==> config.mk <==
export PLATFORM = sky130hd
export DESIGN_NAME = pad_config_serializer
export DESIGN_NICKNAME = d
export VERILOG_FILES = /design/src/rtl/pad_config_serializer.sv
export SDC_FILE = /design/constraint.sdc
export NUM_CORES = 1
export LEC_CHECK = 0
export ABC_AREA = 1
export CAP_MARGIN = 20
export CORE_UTILIZATION = 47
export CTS_CLUSTER_DIAMETER = 80
export DETAILED_ROUTE_END_ITERATION = 12
export PLACE_DENSITY = 0.72
export SLEW_MARGIN = 40
export SYNTH_ARGS = -nofsm -noshare
export SYNTH_HDL_FRONTEND = slang
export SYNTH_SLANG_ARGS = --single-unit
==> constraint.sdc <==
create_clock -name clock -period 2.04 [get_ports clock]
set_clock_uncertainty 0.1 [all_clocks]
set_input_delay 0.408 -clock clock [delete_from_list [all_inputs] [get_ports clock]]
set_output_delay 0.408 -clock clock [all_outputs]
set_load 0.1 [all_outputs]
==> src/rtl/pad_config_serializer.sv <==
// Serial loader for the user pad configuration chain: fetches one word per pad,
// shifts every word MSB-first down the daisy chain, then strobes a parallel load.
module pad_config_serializer #(
    parameter int NUM_PADS = 38,
    parameter int CFG_BITS = 13,
    parameter int CLK_DIV  = 2,
    parameter int IDX_W    = (NUM_PADS > 1) ? $clog2(NUM_PADS) : 1
) (
    input  logic                clock,
    input  logic                reset,
    input  logic                start,
    input  logic                abort,
    output logic [IDX_W-1:0]    cfg_index,
    input  logic [CFG_BITS-1:0] cfg_data,
    output logic                busy,
    output logic                done,
    output logic                serial_clock,
    output logic                serial_data,
    output logic                serial_load
);

    localparam int DIV_W = (CLK_DIV > 1) ? $clog2(CLK_DIV) : 1;
    localparam int BIT_W = (CFG_BITS > 1) ? $clog2(CFG_BITS) : 1;

    typedef enum logic [2:0] {IDLE, FETCH, SHIFT_LO, SHIFT_HI, LOAD} state_t;

    state_t              state, state_n;
    logic [DIV_W-1:0]    div_cnt, div_n;
    logic [BIT_W-1:0]    bit_cnt, bit_n;
    logic [IDX_W-1:0]    idx_n;
    logic [CFG_BITS-1:0] shreg, shreg_n;
    logic                done_n;
    logic                div_last;

    assign div_last = (div_cnt == DIV_W'(CLK_DIV - 1));

    always_comb begin
        state_n = state;
        div_n   = div_cnt;
        bit_n   = bit_cnt;
        idx_n   = cfg_index;
        shreg_n = shreg;
        done_n  = 1'b0;
        case (state)
            IDLE: begin
                if (start && !abort) begin
                    idx_n   = IDX_W'(NUM_PADS - 1);
                    bit_n   = BIT_W'(CFG_BITS - 1);
                    div_n   = '0;
                    state_n = FETCH;
                end
            end
            FETCH: begin
                shreg_n = cfg_data;
                div_n   = '0;
                state_n = SHIFT_LO;
            end
            SHIFT_LO: begin
                if (div_last) begin
                    div_n   = '0;
                    state_n = SHIFT_HI;
                end else begin
                    div_n = div_cnt + DIV_W'(1);
                end
            end
            SHIFT_HI: begin
                if (div_last) begin
                    div_n   = '0;
                    shreg_n = shreg << 1;
                    if (bit_cnt != '0) begin
                        bit_n   = bit_cnt - BIT_W'(1);
                        state_n = SHIFT_LO;
                    end else if (cfg_index != '0) begin
                        idx_n   = cfg_index - IDX_W'(1);
                        bit_n   = BIT_W'(CFG_BITS - 1);
                        state_n = FETCH;
                    end else begin
                        state_n = LOAD;
                    end
                end else begin
                    div_n = div_cnt + DIV_W'(1);
                end
            end
            LOAD: begin
                if (div_last) begin
                    div_n   = '0;
                    done_n  = 1'b1;
                    state_n = IDLE;
                end else begin
                    div_n = div_cnt + DIV_W'(1);
                end
            end
            default: state_n = IDLE;
        endcase
        // Cancel drops straight to idle without a load strobe, so pads keep their old config.
        if (abort && state != IDLE) begin
            state_n = IDLE;
            idx_n   = '0;
            div_n   = '0;
            bit_n   = '0;
            done_n  = 1'b0;
        end
    end

    // Outputs are registered from the next-state view so they line up with state.
    always_ff @(posedge clock or posedge reset) begin
        if (reset) begin
            state        <= IDLE;
            div_cnt      <= '0;
            bit_cnt      <= '0;
            shreg        <= '0;
            cfg_index    <= '0;
            busy         <= 1'b0;
            done         <= 1'b0;
            serial_clock <= 1'b0;
            serial_data  <= 1'b0;
            serial_load  <= 1'b0;
        end else begin
            state        <= state_n;
            div_cnt      <= div_n;
            bit_cnt      <= bit_n;
            shreg        <= shreg_n;
            cfg_index    <= idx_n;
            busy         <= (state_n != IDLE);
            done         <= done_n;
            serial_clock <= (state_n == SHIFT_HI);
            serial_load  <= (state_n == LOAD);
            serial_data  <= ((state_n == SHIFT_LO) || (state_n == SHIFT_HI)) && shreg_n[CFG_BITS-1];
        end
    end

endmodule
==> results of run 1 <==
-- synth_stat cells --
cell type | count | area share (%)
nand2_1 | 79 | 17
nand3_1 | 36 | 11
dfrtp_1 | 32 | 47
inv_1 | 32 | 7.0
nor2_1 | 17 | 3.7
o21ai_0 | 9 | 2.6
a21oi_1 | 4 | 1.2
buf_2 | 4 | 1.2
ha_1 | 3 | 2.2
nor2_2 | 3 | 1.1
nor3_1 | 3 | 0.88
o21ai_1 | 2 | 0.59
a21oi_2 | 1 | 0.51
a22o_1 | 1 | 0.51
a31oi_1 | 1 | 0.37
buf_4 | 1 | 0.44
buf_6 | 1 | 0.66
clkbuf_1 | 1 | 0.22
nand3b_1 | 1 | 0.44
nor4_1 | 1 | 0.37
o21bai_1 | 1 | 0.44
or2_2 | 1 | 0.37
xor2_1 | 1 | 0.51
-- sequential cells by signal (all words and copies together) (netlist names) --
signal and count:
serial_clock 1, state 3, done 1, busy 1, bit_cnt 4, cfg_index 6, serial_load 1, shreg 13
serial_data 1, div_cnt 1
-- through the flow --
step,std cells,power (mW)
final,315,2.49
after global routing,315,2.69
after CTS,315,2.50
after detailed placement,307,2.12
after global placement,307,2.10
after floorplan,235,1.80
-- final cells by class --
class | count | area [um2] | share of cell area (%)
clock buffers | 8 | 58.8 | 2.76
inverters | 32 | 120 | 5.64
multi-input cells | 164 | 751 | 35.3
well taps | 46 | 57.6 | 2.70
repair buffers | 33 | 338 | 15.9
flip-flops and latches | 32 | 803 | 37.7
-- power by group --
group	total (mW)	leakage (nW)	internal [mW]	switching, mW
clock	0.383	0.0326	0.170	0.213
combinational	1.13	0.657	0.370	0.755
sequential	0.984	0.407	0.834	0.150
-- worst min-delay path, stage by stage --
cell and delay (ns):
clkdlybuf4s50_1 0.40, inv_1 0.05, buf_4 0.36
-- metal layers --
layer | share of wire (%) | wire length, um | track usage (%)
met5 | 0 | 0 | 0
met4 | 2.0 | 70 | 10.2
met3 | 4.2 | 146 | 5.33
met2 | 46 | 1570 | 32.0
met1 | 48 | 1660 | 26.6
-- cell families after synthesis --
| logic type | after synthesis |
|---|---|
| buf+inv | 39 |
| flops | 32 |
| fa+ha+maj | 3 |
| compound gates | 19 |
| xor+xnor | 1 |
| simple gates | 141 |
-- worst paths after layout --
check / start / end / slack (ns) / depth (start not counted)
hold / removal: reset / shreg[4] / 0.34 / 3
max in group asynchronous: reset / cfg_index[0] / 1.18 / 3
setup / recovery: state[1] / cfg_index[1] / 0.19 / 8
min in group clock: shreg[4] / shreg[4] / 0.39 / 2
setup reg to reg: state[1] / cfg_index[1] / 0.19 / 8
hold reg to reg: shreg[4] / shreg[4] / 0.39 / 2
==> flow_summary.yaml, run 1 <==
finish:
  final_cell_mix: "79 x nand2_1, 36 x nand3_1, 32 x inv_1, 30 x dfrtp_1, 17 x nor2_1"
  area_growth_pct: 24.4
  finalCoreUtilization_pct: 62.3
  nFillCells: 311
  final_nets: 288
  layout-drive-gt1-share_pct: 11.5
  antenna_cells: 0
  final_common_cell: "nand2_1"
  stdcell_area_um2: 2130
synthesis:
  synth_fa_ha_area_share_pct: 2.19
  ys.warnings.count: 0
  synth_fp_nets: 255
  ys_ff_latch: 32
  synthSimpleGateAreaFrac_pct: 34.7
  seq_area_frac_synth_pct: 46.8
  synth.avg_cell_area_um2: 7.28
  netlist_area_um2: 1710
  synth_top_family_by_area: "simple AND/OR/NAND/NOR gates"
  synth.area.mux_share_pct: 0
  synth_compound_area_share_pct: 6.22
  synth_xor_area_share_pct: 0.512
  synth_cell_types: 23
  syn_inst: 235
sta:
  final.setup.worst_slack_ns: 0.186
  rsz0062_at_grt: "no"
  period_share_pct: 90.9
  drv_slew: 0
  worst_pin_slew_ns: 0.534
  hold_violations: 0
  fin_tns_setup_ns: 0
  relSlewSlack_pct: 64.4
  fmax_ghz: 0.539
  setup_viol: 0
  whs_ns: 0.344
  post-route-min-period_ns: 1.85
job:
  maxCapViolCount: 0
critical_path:
  critical_path_class: "reg2reg"
  critPathMostFrequentCell: "nand2_1"
  cp_max_fo: 11
  cp_cell_sequence: "nand2_1, nor2_2, nand2_1, a21oi_2, nor2_2, buf_4, nand2_1, o21ai_1"
  arrival_ns: 1.98
  end_kind: "register"
  worstPathRequired_ns: 2.16
  cp_num_buf_inv: 1
  max_stage_delay_ns: 0.43
  critPathSlowestCell: "dfrtp_1"
  crit_path_start_kind: "register"
  crit_family: "simple AND/OR/NAND/NOR gates"
global_routing:
  grt_pass1_vias: 1419
  grt_max_degree: 33
  grtUsageTotal_pct: 20.6
  antenna_found_initial: 0
  gr-total-overflow: 0
  grt_pass1_wl_um: 6180
die:
  die_h_um: 62.3
  core_area_um2: 3420
  ios: 28
  start_util_pct: 50.1
  die_area_um2: 3880
  dieWidth_um: 62.3
  rows: 21
power_and_ir_drop:
  vdd_drop_max_v: 0.000591
  p_leak_nw: 1.10
  cellPowerDensity_nw_per_um2: 1170
drt:
  ant_nets: 0
  dr.pass1.iters: 4
  vias: 1536
  drcViolationCount: 0
  wl_um: 3450
  drt-initial-drc-count: 87
  routedWlPerCell_um: 11.0
  via_per_inst: 4.88
place:
  globalplace.congestion: 0.874
  dpl.hpwl_um: 2490
  place.port_buffers: 27
  placed_area_um2: 2070
  dp_slack_ns: 0.107
cts:
  numCtsBuffers: 5
  cts_tree: "done"
  cts_buffer_depth: 2
  hold_buffers: 0
  clock-sinks: 32
  htreeDepth: 2
  cts_root_buf: "clkbuf_4"
  cts_setup_buffers: 0
  post_cts_resized: 0
  clk_latency_ns: 0.34
  clkTransAtPathRegs_ns: 0.10
worst_hold_path:
  min_path_type: "in2async"
status:
  outcome: "complete, no violations"
Note: power is estimated with default switching activity, not from simulation.
==> run 2, diff against run 1 <==
CTS_CLUSTER_DIAMETER = 60   (was 80)
==> results of run 2 <==
The final DEF is identical to that of run 1; final timing and power are the same.
